`config.mk`:
```
export PLATFORM = sky130hd
export DESIGN_NAME = tpu_sequencer
export DESIGN_NICKNAME = d
export VERILOG_FILES = /design/src/rtl/tpu_pkg.sv /design/src/rtl/tpu_skew_gen.sv /design/src/rtl/tpu_sequencer.sv
export SDC_FILE = /design/constraint.sdc
export NUM_CORES = 1
export LEC_CHECK = 0
export ABC_AREA = 1
export ABC_CLOCK_PERIOD_IN_PS = 3100
export CORE_MARGIN = 2
export CORE_UTILIZATION = 46
export CTS_BUF_LIST = sky130_fd_sc_hd__clkbuf_8
export DETAILED_ROUTE_END_ITERATION = 6
export PLACE_DENSITY = 0.88
export SYNTH_ARGS = -nofsm -noshare
export SYNTH_HDL_FRONTEND = slang
export SYNTH_SLANG_ARGS = --single-unit
export TNS_END_PERCENT = 5
```
`constraint.sdc`:
```
create_clock -name clk -period 3.1 [get_ports clk]
set_clock_uncertainty 0.15 [all_clocks]
set_input_delay 0.62 -clock clk [delete_from_list [all_inputs] [get_ports clk]]
set_output_delay 0.62 -clock clk [all_outputs]
set_load 0.01 [all_outputs]
```
`src/rtl/tpu_pkg.sv`:
```
// Shared definitions for the TPU control sequencer.
//   - opcode encodings for the two-bit instruction opcode field
//   - sequencer state enum
//   - instruction field offsets and counter width, derived from the array
//     dimension and the operand width
package tpu_pkg;

   localparam logic [1:0] OP_START = 2'b00;
   localparam logic [1:0] OP_STOP  = 2'b01;
   localparam logic [1:0] OP_LOAD  = 2'b10;
   localparam logic [1:0] OP_STORE = 2'b11;

   typedef enum logic [1:0] {
      IDLE  = 2'd0,
      RUN   = 2'd1,
      DRAIN = 2'd2
   } state_t;

   // Instruction layout, LSB first: imm | col | row | reserved | mode | opcode
   function automatic int col_lsb(input int data_width);
      return data_width;
   endfunction

   function automatic int row_lsb(input int n, input int data_width);
      return data_width + $clog2(n);
   endfunction

   function automatic int rsv_bit(input int n, input int data_width);
      return data_width + 2*$clog2(n);
   endfunction

   function automatic int mode_bit(input int n, input int data_width);
      return rsv_bit(n, data_width) + 1;
   endfunction

   function automatic int op_lsb(input int n, input int data_width);
      return rsv_bit(n, data_width) + 2;
   endfunction

   // Wide enough that the run counter reaches the end of drain without wrapping.
   function automatic int cnt_width(input int n, input int drain_cycles);
      return $clog2(2*n + drain_cycles + 1);
   endfunction

endpackage

```
`src/rtl/tpu_skew_gen.sv`:
```
// Skewed operand-feed decoder for an N-line systolic array.
// Ports:
//   counter     in   run counter (registered in the sequencer)
//   read_enable out  N bits, line i active while i+1 <= counter <= i+N
//   read_elem   out  N*IDX_W bits, line i at [i*IDX_W +: IDX_W];
//                    counter-(i+1) inside the window, 0 outside
// Purely combinational from the counter so both memories see the same
// schedule with no dependence on the incoming instruction.
module tpu_skew_gen
   import tpu_pkg::*;
#(
   parameter int N     = 4,
   parameter int IDX_W = $clog2(N),
   parameter int CNT_W = cnt_width(N, N)
) (
   input  logic [CNT_W-1:0]   counter,
   output logic [N-1:0]       read_enable,
   output logic [N*IDX_W-1:0] read_elem
);

   always_comb begin
      read_enable = '0;
      read_elem   = '0;
      for (int i = 0; i < N; i++) begin
         if ((counter >= CNT_W'(i+1)) && (counter <= CNT_W'(i+N))) begin
            read_enable[i]               = 1'b1;
            read_elem[i*IDX_W +: IDX_W]  = IDX_W'(counter - CNT_W'(i+1));
         end
      end
   end

endmodule

```
`src/rtl/tpu_sequencer.sv`:
```
// Control sequencer for the NxN systolic-array TPU.
// Accepts instructions over valid/ready; LOAD writes operand memory A or B,
// STORE selects the array readout row/column, START runs the skewed feed
// followed by a drain phase and a done pulse, STOP aborts a run.
// Ports:
//   clk, rst                 clock, synchronous active-high reset
//   instr_valid/instr_ready  instruction handshake
//   instruction              {opcode, mode/mem_select, reserved, row, col, imm}
//   busy, done, aborted      run status and one-cycle completion/abort pulses
//   array_write_enable       array compute enable (RUN and DRAIN)
//   array_clear              one-cycle accumulator clear at start of a run
//   array_output_row/column  readout select
//   mem{a,b}_*               write port and skewed per-line read controls
//
// state | meaning
// IDLE  | accepts every instruction; LOAD/STORE/START decoded here
// RUN   | feed phase, counter 0..2N-1; only STOP accepted
// DRAIN | array settling for DRAIN_CYCLES; only STOP accepted
module tpu_sequencer
   import tpu_pkg::*;
#(
   parameter int N            = 4,
   parameter int DATA_WIDTH   = 8,
   parameter int IDX_W        = $clog2(N),
   parameter int INSTR_W      = 4 + 2*IDX_W + DATA_WIDTH,
   parameter int DRAIN_CYCLES = N
) (
   input  logic                  clk,
   input  logic                  rst,
   input  logic                  instr_valid,
   output logic                  instr_ready,
   input  logic [INSTR_W-1:0]    instruction,
   output logic                  busy,
   output logic                  done,
   output logic                  aborted,
   output logic                  array_write_enable,
   output logic                  array_clear,
   output logic [IDX_W-1:0]      array_output_row,
   output logic [IDX_W-1:0]      array_output_column,
   output logic [DATA_WIDTH-1:0] mema_data_in,
   output logic                  mema_write_enable,
   output logic [IDX_W-1:0]      mema_write_line,
   output logic [IDX_W-1:0]      mema_write_elem,
   output logic [N-1:0]          mema_read_enable,
   output logic [N*IDX_W-1:0]    mema_read_elem,
   output logic [DATA_WIDTH-1:0] memb_data_in,
   output logic                  memb_write_enable,
   output logic [IDX_W-1:0]      memb_write_line,
   output logic [IDX_W-1:0]      memb_write_elem,
   output logic [N-1:0]          memb_read_enable,
   output logic [N*IDX_W-1:0]    memb_read_elem
);

   localparam int CNT_W    = cnt_width(N, DRAIN_CYCLES);
   localparam int OP_LSB   = op_lsb(N, DATA_WIDTH);
   localparam int MODE_BIT = mode_bit(N, DATA_WIDTH);
   localparam int RSV_BIT  = rsv_bit(N, DATA_WIDTH);
   localparam int ROW_LSB  = row_lsb(N, DATA_WIDTH);
   localparam int COL_LSB  = col_lsb(DATA_WIDTH);

   localparam logic [CNT_W-1:0] FEED_LAST  = CNT_W'(2*N - 1);
   localparam logic [CNT_W-1:0] DRAIN_LAST = CNT_W'(2*N - 1 + DRAIN_CYCLES);

   logic [1:0]            opcode;
   logic                  mode;
   logic                  unused_rsv;
   logic [IDX_W-1:0]      row;
   logic [IDX_W-1:0]      col;
   logic [DATA_WIDTH-1:0] imm;
   logic                  accept;

   state_t                state, state_nxt;
   logic [CNT_W-1:0]      counter, counter_nxt;
   logic                  done_nxt, aborted_nxt, clear_nxt;

   logic [N-1:0]          read_enable;
   logic [N*IDX_W-1:0]    read_elem;

   assign opcode     = instruction[OP_LSB +: 2];
   assign mode       = instruction[MODE_BIT];
   assign unused_rsv = instruction[RSV_BIT];
   assign row        = instruction[ROW_LSB +: IDX_W];
   assign col        = instruction[COL_LSB +: IDX_W];
   assign imm        = instruction[DATA_WIDTH-1:0];

   // STOP is let through while busy so a run can always be aborted.
   assign instr_ready = (state == IDLE) || (instr_valid && (opcode == OP_STOP));
   assign accept      = instr_valid && instr_ready;

   assign busy               = (state == RUN) || (state == DRAIN);
   assign array_write_enable = busy;

   always_comb begin
      state_nxt   = state;
      counter_nxt = counter;
      done_nxt    = 1'b0;
      aborted_nxt = 1'b0;
      clear_nxt   = 1'b0;
      case (state)
         IDLE: begin
            counter_nxt = '0;
            if (accept && (opcode == OP_START)) begin
               state_nxt = RUN;
               clear_nxt = !mode;
            end
         end
         RUN: begin
            if (accept && (opcode == OP_STOP)) begin
               state_nxt   = IDLE;
               counter_nxt = '0;
               aborted_nxt = 1'b1;
            end else begin
               counter_nxt = counter + CNT_W'(1);
               if (counter == FEED_LAST) begin
                  if (DRAIN_CYCLES == 0) begin
                     state_nxt   = IDLE;
                     counter_nxt = '0;
                     done_nxt    = 1'b1;
                  end else begin
                     state_nxt = DRAIN;
                  end
               end
            end
         end
         DRAIN: begin
            if (accept && (opcode == OP_STOP)) begin
               state_nxt   = IDLE;
               counter_nxt = '0;
               aborted_nxt = 1'b1;
            end else if (counter == DRAIN_LAST) begin
               state_nxt   = IDLE;
               counter_nxt = '0;
               done_nxt    = 1'b1;
            end else begin
               counter_nxt = counter + CNT_W'(1);
            end
         end
         default: begin
            state_nxt   = IDLE;
            counter_nxt = '0;
         end
      endcase
   end

   always_ff @(posedge clk) begin
      if (rst) begin
         state       <= IDLE;
         counter     <= '0;
         done        <= 1'b0;
         aborted     <= 1'b0;
         array_clear <= 1'b0;
      end else begin
         state       <= state_nxt;
         counter     <= counter_nxt;
         done        <= done_nxt;
         aborted     <= aborted_nxt;
         array_clear <= clear_nxt;
      end
   end

   // LOAD/STORE datapath; the untargeted memory keeps its last address/data.
   always_ff @(posedge clk) begin
      if (rst) begin
         mema_data_in        <= '0;
         mema_write_enable   <= 1'b0;
         mema_write_line     <= '0;
         mema_write_elem     <= '0;
         memb_data_in        <= '0;
         memb_write_enable   <= 1'b0;
         memb_write_line     <= '0;
         memb_write_elem     <= '0;
         array_output_row    <= '0;
         array_output_column <= '0;
      end else begin
         mema_write_enable <= 1'b0;
         memb_write_enable <= 1'b0;
         if (accept && (state == IDLE)) begin
            case (opcode)
               OP_LOAD: begin
                  if (!mode) begin
                     mema_data_in      <= imm;
                     mema_write_line   <= row;
                     mema_write_elem   <= col;
                     mema_write_enable <= 1'b1;
                  end else begin
                     memb_data_in      <= imm;
                     memb_write_line   <= row;
                     memb_write_elem   <= col;
                     memb_write_enable <= 1'b1;
                  end
               end
               OP_STORE: begin
                  array_output_row    <= row;
                  array_output_column <= col;
               end
               default: ;
            endcase
         end
      end
   end

   tpu_skew_gen #(
      .N     (N),
      .IDX_W (IDX_W),
      .CNT_W (CNT_W)
   ) u_skew (
      .counter     (counter),
      .read_enable (read_enable),
      .read_elem   (read_elem)
   );

   assign mema_read_enable = read_enable;
   assign memb_read_enable = read_enable;
   assign mema_read_elem   = read_elem;
   assign memb_read_elem   = read_elem;

endmodule

```
# After elaboration in Yosys (flattened, before gate mapping)
# Index checks and enable logic that the tools add are counted.
# word_totals
output_inout_bits	60
in_bits	19
regBits	39
word_cells	90
# classes
addsub	5
n_eq_ne	10
n_mux	22
bitwise	7
magnitude_cmp	8
reduce_logical	23
# ops
op	n
2-to-1 mux 2 bit	9
less-or-equal comparator 4 x 3 -> 1 bit (second input constant)	4
2-to-1 mux 4 bit	3
logical AND 1 bit	9
AND reduction 3 bit	3
OR reduction 3 bit	3
>= comparator 4 x 2 -> 1 bit (second input constant)	2
2-to-1 mux 1 bit	8
one-hot mux 4 bit (2 select lines)	1
NOT 1 bit	7
equality test 2 bit (second input constant)	3
inequality test 3 x 1 -> 1 bit (second input constant)	2
one-hot mux 2 bit (3 select lines)	1
adder 4 x 1 -> 4 bit (second input constant)	1
equality test 2 x 1 -> 1 bit (second input constant)	2
equality test 4 x 3 -> 1 bit (second input constant)	1
equality test 4 bit (second input constant)	1
>= comparator 4 x 1 -> 1 bit (second input constant)	1
>= comparator 4 x 3 -> 1 bit (second input constant)	1
logical NOT 2 bit	2
OR reduction 2 bit	2
subtractor 2 x 1 -> 2 bit (second input constant)	2
subtractor 2 bit (second input constant)	2
logical OR 1 bit	2
other kinds (3)	3

# Longest topological paths before layout
# Gate-level depths: netlist of run 1.
# depth
depth_word	7
mapped_depth	10
mapped_depth_nobuf	10

# By module
# Synthesis of run 1 repeated with hierarchy kept, for this count alone.
# unflattened
hier_cells	239
area_unflattened_um2	1784.2
# by_module_without_submodules
module	area_each_um2	instances	seq_area_each_um2	cells_each
tpu_sequencer	1600.3	1	780.7	204
tpu_skew_gen	183.9	1	0.0	35

# Least setup slack after synthesis of run 1
# No wires, ideal clock.
# synth_path
path_type	register to output
startpoint	reg counter[0]
endpoint	out memb_read_elem[3]
arrival_time_ns	1.542
slack_ns	0.788
stages_incl_launch_ff	10
path_buffers	1
t_required_ns	2.330
cell_sequence	dfxtp_1 > inv_1 > ha_1 > inv_1 > nand2_1 > o21ai_0 > a31oi_1 > inv_1 > nor2_1 > buf_4
# synth_between
elab_chain_len	3
word_cells_on_any_way	5
classes_between	add/sub (1); order compare (2); mux (1); reduce/logical (1)
# synth_lines
item	line_no	text
from (decl)	tpu_sequencer.sv:73	logic [CNT_W-1:0] counter, counter_nxt;
from (signal assigned)	tpu_sequencer.sv:154	counter <= counter_nxt;
>= comparator 4 x 2 -> 1 bit / less-or-equal comparator 4 x 3 -> 1 bit (equally long branches)	tpu_skew_gen.sv:25	if ((counter >= CNT_W'(i+1)) && (counter <= CNT_W'(i+N))) begin
logical AND 1 bit	tpu_skew_gen.sv:25	
2-to-1 mux 2 bit (*)	tpu_skew_gen.sv:25	
to (decl)	tpu_sequencer.sv:51	output logic [N*IDX_W-1:0] memb_read_elem
# Every way passes the cells marked *; elsewhere a longest branch is shown, timed or not.

# Worst setup path in the final report of run 1
# layout_path
startpoint	reg counter[0]
endpoint	out mema_read_elem[2]
# layout_between
elab_chain_len	3
word_cells_on_any_way	5
classes_between	add/sub (1); order compare (2); mux (1); reduce/logical (1)
# layout_lines
item	line_no	text
>= comparator 4 x 2 -> 1 bit / less-or-equal comparator 4 x 3 -> 1 bit (equally long branches)	tpu_skew_gen.sv:25	
logical AND 1 bit	tpu_skew_gen.sv:25	
2-to-1 mux 2 bit (*)	tpu_skew_gen.sv:25	
to (decl)	tpu_sequencer.sv:45	output logic [N*IDX_W-1:0] mema_read_elem,
# Marks and branches as above.

==> results_dict.tcl, run 1 <==
set metrics [dict create \
    outcome "completed" \
    num_io_pins 79 \
    grt.busiest_layer "met2" \
    fin_nets 325 \
    tritoncts "built" \
    design.core.area_um2 3660 \
    drive_above_1_share_pct 6.69 \
    cts.sink_count 39 \
    period_share_pct 94.2 \
    grt_usage_pct 20.7 \
    cts_hold_buf 0 \
    cp_max_fo 7 \
    worstSetupPathType "flop to output port" \
    required_ns 2.33 \
    mappedNetlistArea_um2 1740 \
    die_area_um2 4290 \
    cts_buffers 5 \
    hold_violations 0 \
    rsz0062_at_grt "no" \
    drt-wirelength-per-cell_um 11.8 \
    initialDrtViolationCount 110 \
    port_buffers 77 \
    antenna_cells 0 \
    grt_pass1_vias 1570 \
    htree_levels 2 \
    grt_first_pass_wirelength_mm 6.76 \
    clkLatencyLatePin_ns 0.29 \
    overflow 0 \
    worstSetupEndpointType "output port" \
    p_leak_nw 1.07 \
    cap_viol_max_count 0 \
    drv_slew 0 \
    vias_per_cell 4.81 \
    die_y_um 65.5 \
    die_width_um 65.5 \
    crit_path_top_delay_cell "clkdlybuf4s50_1" \
    syn-instance-count 232 \
    power_density_nw_per_um2 517 \
    core.rowCount 22 \
    synth_warnings 0 \
    gp_congestion 0.801 \
    synth-xor-area-share_pct 0.504 \
    ys_seq_area_share_pct 44.9 \
    synth_fp_nets 259 \
    max_slew_margin_pct 67.0 \
    irDropWorstVdd_uv 366 \
    fin_cells 347 \
    path_cells "inv_1 > ha_1 > inv_1 > nand2_1 > o21ai_0 > a31oi_1 > inv_1 > nor2_1 > clkdlybuf4s50_1" \
    crit_path_max_incr_delay_ns 0.55 \
    grt_util_met3_pct 9.76 \
    fmax_mhz 343 \
    tightest_slew_ns 0.491 \
    synth_fa_ha_area_share_pct 5.76 \
    crit_top_cell "inv_1" \
    met2_usage_pct 34.1 \
    met1_usage_pct 22.9 \
    routed_wl_mm 4.10 \
    clk_path_buf_depth 2 \
    synthMuxAreaShare_pct 0 \
    dp_cells 338 \
    setup_viol 0 \
    place.detailed.hpwl_mm 3.02 \
    syn_to_final_growth_pct 44.9 \
    tns_ns 0 \
    critPathLaunchType "flop" \
    firstDrtPassIters 4 \
    ant_nets 0 \
    hold_slack_ns 0.347 \
    yosysUniqueCellTypes 19 \
    yosys.area_share.simple_pct 26.0 \
    synth_area_per_cell_um2 7.50 \
    min_path_type "flop to flop" \
    clk_pin_slew_ns 0.07 \
    antenna_found_initial 0 \
    synth_compound_area_share_pct 9.28 \
    cts_root_buffer "clkbuf_8" \
    period_minus_slack_ns 2.92 \
    arrival_ns 2.15 \
    start_util_pct 47.5 \
    ys_ff_latch 39 \
    drc 0 \
    grt_max_degree 25 \
    power.total_w 0.00130 \
    num_vias 1668 \
    synth_top_family_by_area "simple AND/OR/NAND/NOR gates" \
]
through the flow:
step,setup slack [ns],utilization [%],area (µm²)
after floorplan,0.788,-,1740
after global placement,0.395,66.3,2430
after detailed placement,0.397,66.3,2430
after CTS,0.126,68.6,2510
after global routing,0.00229,68.8,2520
final,0.180,68.8,2520
per-layer routing:
| metal | wire length (µm) | vias to the layer above |
|---|---|---|
| li1 | - | 840 |
| met1 | 1700 | 752 |
| met2 | 1920 | 68 |
| met3 | 409 | 8 |
| met4 | 68 | 0 |
| met5 | 0 | - |
cells in the mapped netlist:
library cell,count,area [µm²]
dfxtp_1,39,781
nor3_1,3,15.0
ha_1,8,100
o21ai_1,3,15.0
a21oi_1,1,5.00
nand2_1,13,48.8
inv_1,20,75.1
nand3_1,13,65.1
nor2_1,75,282
clkbuf_1,3,11.3
nor2_4,2,22.5
buf_6,3,33.8
xor2_1,1,8.76
buf_4,14,105
nand2_2,1,6.26
a31oi_1,1,6.26
inv_2,3,11.3
o21ai_0,27,135
nor2_2,2,12.5
layout make-up:
cell class	count	area [µm²]
sequential	39	782
clock buffer	5	68.8
multi-input combinational	150	722
tap	48	60.1
fill	295	1140
clock inverter	3	15.0
inverter	23	86.3
timing repair buffer	79	786
power by group:
group          internal [W]  switching (W)
combinational      0.000206       0.000208
sequential         0.000539      0.0000211
clock              0.000154       0.000175
flip-flops by register name (all words and copies together) (netlist names):
signal               cells
array_clear              1
array_output_row         2
done                     1
mema_write_line          2
array_output_column      2
state                    2
mema_write_elem          2
memb_write_elem          2
aborted                  1
counter                  4
memb_data_in             8
mema_data_in             8
memb_write_line          2
memb_write_enable        1
mema_write_enable        1
layout by cell type, fill, tap and decap left out:
cell             instances
nor2_2                   2
inv_1                   19
o21ai_1                  3
nor3_1                   3
nand2_2                  1
xor2_1                   1
buf_4                    2
clkinv_2                 3
a31oi_1                  1
clkbuf_8                 5
nor2_1                  75
a21oi_1                  1
clkdlybuf4s50_1         77
nor2_4                   2
o21ai_0                 27
nand2_1                 13
dfxtp_1                 38
inv_2                    4
nand3_1                 13
dfxtp_2                  1
ha_1                     8
kinds of logic after synthesis:
group / count (synthesis)
adder cells (fa/ha/maj): 8
XOR/XNOR: 1
buffers and inverters: 43
flip-flops: 39
AND/OR/NAND/NOR: 109
AO/OA/AOI/OAI: 32
repair_timing:
| item | CTS | global route |
|---|---|---|
| setup buffers | 0 | 1 |
| resized for setup | 0 | 2 |
| endpoints found under the setup margin | 0 | 6 |
worst paths after layout:
check | end | depth (start not counted) | from | slack [ns]
setup / recovery | mema_read_elem[2] | 9 | counter[0]$_SDFF_PP0_ | 0.18
hold / removal | counter[0]$_SDFF_PP0_ | 1 | counter[0]$_SDFF_PP0_ | 0.35
setup reg to reg | mema_write_elem[0]$_SDFFE_PP0P_ | 9 | state[1]$_SDFFE_PP0P_ | 1.21
hold reg to reg | counter[0]$_SDFF_PP0_ | 1 | counter[0]$_SDFF_PP0_ | 0.35
critical path: cells and delay by family, from the launching register on:
family | cells | cell delay (ns)
adder cells (fa/ha/maj) | 1 | 0.18
AO/OA/AOI/OAI | 2 | 0.30
flip-flops | 1 | 0.36
buffers and inverters | 4 | 0.84
AND/OR/NAND/NOR | 2 | 0.17
Power figures use the tool's default switching activity.
==> run 2, diff against run 1 <==
--- a/config.mk
+++ b/config.mk
@@ -7,11 +7,11 @@
 export LEC_CHECK = 0
 export ABC_AREA = 1
 export ABC_CLOCK_PERIOD_IN_PS = 3100
-export CORE_MARGIN = 2
 export CORE_UTILIZATION = 46
 export CTS_BUF_LIST = sky130_fd_sc_hd__clkbuf_8
 export DETAILED_ROUTE_END_ITERATION = 6
 export PLACE_DENSITY = 0.88
+export SETUP_SLACK_MARGIN = 0.2
 export SYNTH_ARGS = -nofsm -noshare
 export SYNTH_HDL_FRONTEND = slang
 export SYNTH_SLANG_ARGS = --single-unit
==> results_dict.tcl, run 2 (synthesis gave the netlist of run 1 again) <==
set metrics [dict create \
    worst_r2r_endpoint "mema_data_in[3]$_SDFFE_PP0P_" \
    worstHoldPathCells 2 \
    cp-endpoint "mema_read_elem[1]" \
    rrSetupSlack_ns 1.22 \
    num_io_pins 79 \
    combPwrFrac_pct 32.4 \
    worstSetupPathType "flop to output port" \
    power_frac_seq_pct 43.9 \
    tns_ns 0 \
    setup_viol 0 \
    cts.sink_count 39 \
    period_share_pct 91.8 \
    hold_slack_ns 0.355 \
    antenna_found_initial 0 \
    drv_slew 0 \
    min_path_type "flop to flop" \
    rr_worst_depth 9 \
    ant_nets 0 \
    core.rowCount 21 \
    power_density_nw_per_um2 510 \
    outcome "completed" \
    cap_viol_max_count 0 \
    rsz0062_at_grt "yes" \
    p_switching_w 0.000388 \
    die_area_um2 4030 \
    mostFrequentLayoutCells "clkdlybuf4s50_1, nor2_1, dfxtp_1" \
    die_width_um 63.5 \
    p_int_w 0.000891 \
    critPathLaunchType "flop" \
    crit_path_start "counter[0]$_SDFF_PP0_" \
    p_sw_share_pct 30.3 \
    worstSetupEndpointType "output port" \
    grt_max_degree 25 \
    die_y_um 63.5 \
    start_util_pct 50.1 \
    drc 0 \
    crit_path_top_delay_cell "clkdlybuf4s50_1" \
    irDropWorstVdd_uv 363 \
    top_regs "mema_data_in x8, memb_data_in x8, counter x4" \
    arrival_ns 2.08 \
    tightest_slew_ns 0.451 \
    routed_wl_mm 3.97 \
    grt_usage_pct 21.5 \
    drt-wirelength-per-cell_um 11.6 \
    max_slew_margin_pct 69.7 \
    design.core.area_um2 3470 \
    cts_buffers 5 \
    grt_pass1_vias 1540 \
    clk_pin_slew_ns 0.06 \
    clkLatencyLatePin_ns 0.29 \
    grt_first_pass_wirelength_mm 6.75 \
    place_ws_ns 0.372 \
    place.detailed.hpwl_mm 2.93 \
    port_buffers 77 \
    path_cells "inv_2 > ha_1 > inv_1 > o21ai_0 > nand2_1 > inv_1 > nor2_1 > clkdlybuf4s50_1" \
    cts_root_buffer "clkbuf_8" \
    tritoncts "built" \
    syn_to_final_growth_pct 44.2 \
    p_leak_nw 1.08 \
    num_vias 1644 \
    crit_path_max_incr_delay_ns 0.57 \
    clk_path_buf_depth 2 \
    cp_max_fo 7 \
    final_common_cell "clkdlybuf4s50_1" \
    required_ns 2.33 \
    crit_top_cell "inv_1" \
    initialDrtViolationCount 61 \
    fmax_mhz 351 \
    pwr-share-clk_pct 23.8 \
    antenna_cells 0 \
    gp_congestion 0.820 \
    drive_above_1_share_pct 5.72 \
    fin_nets 325 \
    r2r-start "state[0]$_SDFFE_PP0P_" \
    worst_slack_ns 0.255 \
    firstDrtPassIters 4 \
    overflow 0 \
    vias_per_cell 4.79 \
    htree_levels 2 \
    n_fill_cell 287 \
    period_minus_slack_ns 2.85 \
    hold_violations 0 \
]
## run 2: changes by cell type in the layout (fill, tap and decap cells not counted), sizes merged
| cell | change |
|---|---|
| clkinv | -3 |
| dlymetal6s2s | +1 |
| inv | +1 |
| clkdlybuf4s50 | -1 |
## run 2: worst min path at each step
| stage | from | to |
|---|---|---|
| 3_5_place_dp | memb_write_elem[1]$_SDFFE_PP0P_ | memb_write_elem[1]$_SDFFE_PP0P_ |
| 6_report | memb_write_elem[1]$_SDFFE_PP0P_ | memb_write_elem[1]$_SDFFE_PP0P_ |
| 2_1_floorplan | counter[0]$_SDFF_PP0_ | counter[0]$_SDFF_PP0_ |
| 3_3_place_gp | memb_data_in[4]$_SDFFE_PP0P_ | memb_data_in[4]$_SDFFE_PP0P_ |
| 5_1_grt | memb_write_elem[1]$_SDFFE_PP0P_ | memb_write_elem[1]$_SDFFE_PP0P_ |
| 4_1_cts | memb_write_elem[1]$_SDFFE_PP0P_ | memb_write_elem[1]$_SDFFE_PP0P_ |
## run 2: power groups by stage
stage / sequential, W / clock (W) / combinational (W)
3_5_place_dp: 0.000570 / 0 / 0.000414
3_3_place_gp: 0.000569 / 0 / 0.000403
4_1_cts: 0.000561 / 0.000313 / 0.000415
6_report: 0.000561 / 0.000304 / 0.000414
5_1_grt: 0.000565 / 0.000334 / 0.000458
2_1_floorplan: 0.000580 / 0 / 0.000227
## run 2: layout make-up
type	instances	area, µm²	share of cell area [%]
Inverter	23	86.3	3.44
Tap cell	46	57.6	2.30
Multi-Input combinational cell	150	722	28.8
Clock buffer	5	68.8	2.74
Clock inverter	1	3.75	0.150
Timing Repair Buffer	79	788	31.4
Sequential cell	39	781	31.1
## run 2: metal layers
metal | up-vias | track usage, % | wire length [µm]
met4 | 0 | 7.67 | 46
met5 | - | 0 | 0
met3 | 6 | 9.60 | 371
li1 | 839 | - | -
met1 | 741 | 23.9 | 1700
met2 | 58 | 35.8 | 1850
## run 2: timing repair
action,in CTS,in global routing
endpoints found under the setup margin,4,10
setup buffers,1,0
gates cloned,0,0
hold buffers,0,0
resized for setup,1,2
## run 2: worst max-delay path: cells and delay by family, from the launching register on
| kind | cells | cell delay [ns] |
|---|---|---|
| flip-flops | 1 | 0.47 |
| AO/OA/AOI/OAI | 1 | 0.07 |
| AND/OR/NAND/NOR | 2 | 0.24 |
| adder cells (fa/ha/maj) | 1 | 0.20 |
| buffers and inverters | 4 | 0.80 |
## run 2: stage by stage
step	cells	utilization (%)	area, µm²	power, W
after floorplan	232	-	1740	0.000807
after global placement	336	69.9	2420	0.000973
after detailed placement	336	69.9	2420	0.000984
after CTS	343	72.2	2500	0.00129
after global routing	343	72.3	2510	0.00136
final	343	72.3	2510	0.00128
==> run 3, diff against run 2 <==
--- a/config.mk
+++ b/config.mk
@@ -7,10 +7,13 @@
 export LEC_CHECK = 0
 export ABC_AREA = 1
 export ABC_CLOCK_PERIOD_IN_PS = 3100
+export CORE_ASPECT_RATIO = 1.25
 export CORE_UTILIZATION = 46
 export CTS_BUF_LIST = sky130_fd_sc_hd__clkbuf_8
 export DETAILED_ROUTE_END_ITERATION = 6
+export GPL_TIMING_DRIVEN = 0
 export PLACE_DENSITY = 0.88
+export REMOVE_ABC_BUFFERS = 1
 export SETUP_SLACK_MARGIN = 0.2
 export SYNTH_ARGS = -nofsm -noshare
 export SYNTH_HDL_FRONTEND = slang
==> results_dict.tcl, run 3 (synthesis gave the netlist of run 1 again) <==
set metrics [dict create \
    rrSetupSlack_ns 1.17 \
    worstSetupEndpointType "output port" \
    vias_per_cell 4.88 \
    clk_pin_slew_ns 0.08 \
    place.detailed.hpwl_mm 3.01 \
    grt_max_degree 34 \
    worstHoldPathCells 2 \
    drv_slew 0 \
    max_slew_margin_pct 46.8 \
    fin_nets 324 \
    core.rowCount 24 \
    critPathLaunchType "flop" \
    start_util_pct 49.1 \
    r2r-start "state[0]$_SDFFE_PP0P_" \
    crit_path_top_delay_cell "clkdlybuf4s50_1" \
    htree_levels 2 \
    fmax_mhz 352 \
    crit_path_max_incr_delay_ns 0.56 \
    p_int_w 0.000900 \
    hold_violations 0 \
    min_to "memb_write_elem[1]$_SDFFE_PP0P_" \
    power_frac_seq_pct 42.6 \
    path_cells "inv_2 > ha_1 > inv_1 > o21ai_0 > nand2_1 > inv_1 > nor2_1 > clkdlybuf4s50_1" \
    rsz0062_at_grt "yes" \
    p_sw_share_pct 31.4 \
    grt_first_pass_wirelength_mm 6.63 \
    initialDrtViolationCount 72 \
    p_switching_w 0.000412 \
    cts_buffers 5 \
    num_vias 1646 \
    ant_nets 0 \
    design.core.area_um2 3540 \
    setup_viol 0 \
    cts_hold_buf 0 \
    die_width_um 57.0 \
    worstSetupPathType "flop to output port" \
    drive_above_1_share_pct 6.38 \
    syn_to_final_growth_pct 44.2 \
    cts_root_buffer "clkbuf_8" \
    port_buffers 77 \
    die_area_um2 4030 \
    place_ws_ns 0.378 \
    worst_r2r_endpoint "mema_data_in[3]$_SDFFE_PP0P_" \
    gp_congestion 0.790 \
    period_share_pct 91.6 \
    drc 14 \
    pwr-share-clk_pct 25.8 \
    top_regs "mema_data_in x8, memb_data_in x8, counter x4" \
    crit_top_cell "inv_1" \
    min_path_type "flop to flop" \
    combPwrFrac_pct 31.6 \
    final_util_pct 70.8 \
    antenna_found_initial 0 \
    cts.sink_count 39 \
    clk_path_buf_depth 2 \
    die_y_um 70.7 \
    grt_usage_pct 21.0 \
    period_minus_slack_ns 2.84 \
    num_io_pins 79 \
    tritoncts "built" \
    firstDrtPassIters 6 \
    failed_checks "DRC" \
    power_density_nw_per_um2 523 \
    rr_worst_depth 9 \
    hold_slack_ns 0.369 \
    required_ns 2.33 \
    worstHoldStart "memb_write_elem[1]$_SDFFE_PP0P_" \
    cp_max_fo 7 \
    drt-wirelength-per-cell_um 12.0 \
    antenna_cells 0 \
    mostFrequentLayoutCells "clkdlybuf4s50_1, nor2_1, dfxtp_1" \
    cap_viol_max_count 0 \
    final_common_cell "clkdlybuf4s50_1" \
    tightest_slew_ns 0.797 \
    worst_slack_ns 0.260 \
    power.total_w 0.00131 \
    grt_pass1_vias 1591 \
    p_leak_nw 1.08 \
    arrival_ns 2.07 \
    overflow 0 \
    clkLatencyLatePin_ns 0.29 \
    n_fill_cell 277 \
    irDropWorstVdd_uv 367 \
    tns_ns 0 \
    outcome "complete, but fails checks" \
    routed_wl_mm 4.05 \
]
## run 3: cell count changes in the layout (fill, tap and decap cells not counted)
cell        previous run  this run
buf_4                  2         1
clkinvlp_4             0         2
clkinv_2               0         1
inv_1                 19        18
## run 3: worst max-delay path, delay by kind of cell (launching register included)
kind / cells / cell delay, ns
fa+ha+maj: 1 / 0.20
compound gates: 1 / 0.07
simple gates: 2 / 0.26
buf+inv: 4 / 0.78
flops: 1 / 0.47
## run 3: power by group through the flow
| stage | combinational, W | clock (W) | sequential, W |
|---|---|---|---|
| after detailed placement | 0.000416 | 0 | 0.000570 |
| after floorplan | 0.000193 | 0 | 0.000580 |
| after global routing | 0.000461 | 0.000364 | 0.000565 |
| final | 0.000414 | 0.000338 | 0.000559 |
| after CTS | 0.000418 | 0.000343 | 0.000560 |
| after global placement | 0.000401 | 0 | 0.000569 |
## run 3: repair_timing
action / 4_1_cts / 5_1_grt
resized for setup: 1 / 2
setup endpoints to repair: 8 / 11
setup buffers: 1 / 0
## run 3: layer usage
metal,vias to the layer above,wire [µm],global-route usage [%]
met2,70,2030,39.0
met4,0,37,7.32
met3,6,401,9.14
met5,-,0,0
li1,838,-,-
met1,732,1590,20.3
## run 3: layout make-up
cell class                 instances  area (µm²)  share of cell area, %
multi-input combinational        150         722                   28.8
clock inverter                     3        20.0                  0.798
inverter                          23        86.3                   3.44
sequential                        39         781                   31.1
timing repair buffer              78         781                   31.1
tap                               39        48.8                   1.95
clock buffer                       5        68.8                   2.74
## run 3: how the worst max path moves through the flow
stage,cells past startpoint,from,end
2_1_floorplan,8,counter[0]$_SDFF_PP0_,mema_read_elem[2]
3_3_place_gp,4,instruction[14],instr_ready
3_5_place_dp,4,instruction[14],instr_ready
4_1_cts,9,counter[1]$_SDFF_PP0_,mema_read_elem[2]
5_1_grt,9,counter[0]$_SDFF_PP0_,memb_read_elem[2]
6_report,8,counter[0]$_SDFF_PP0_,mema_read_elem[0]
## run 3: per-stage QoR
stage / cells / cell area [µm²]
finish: 337 / 2510
global route: 337 / 2510
CTS: 337 / 2500
detailed placement: 328 / 2410
global placement: 328 / 2410
floorplan: 212 / 1590
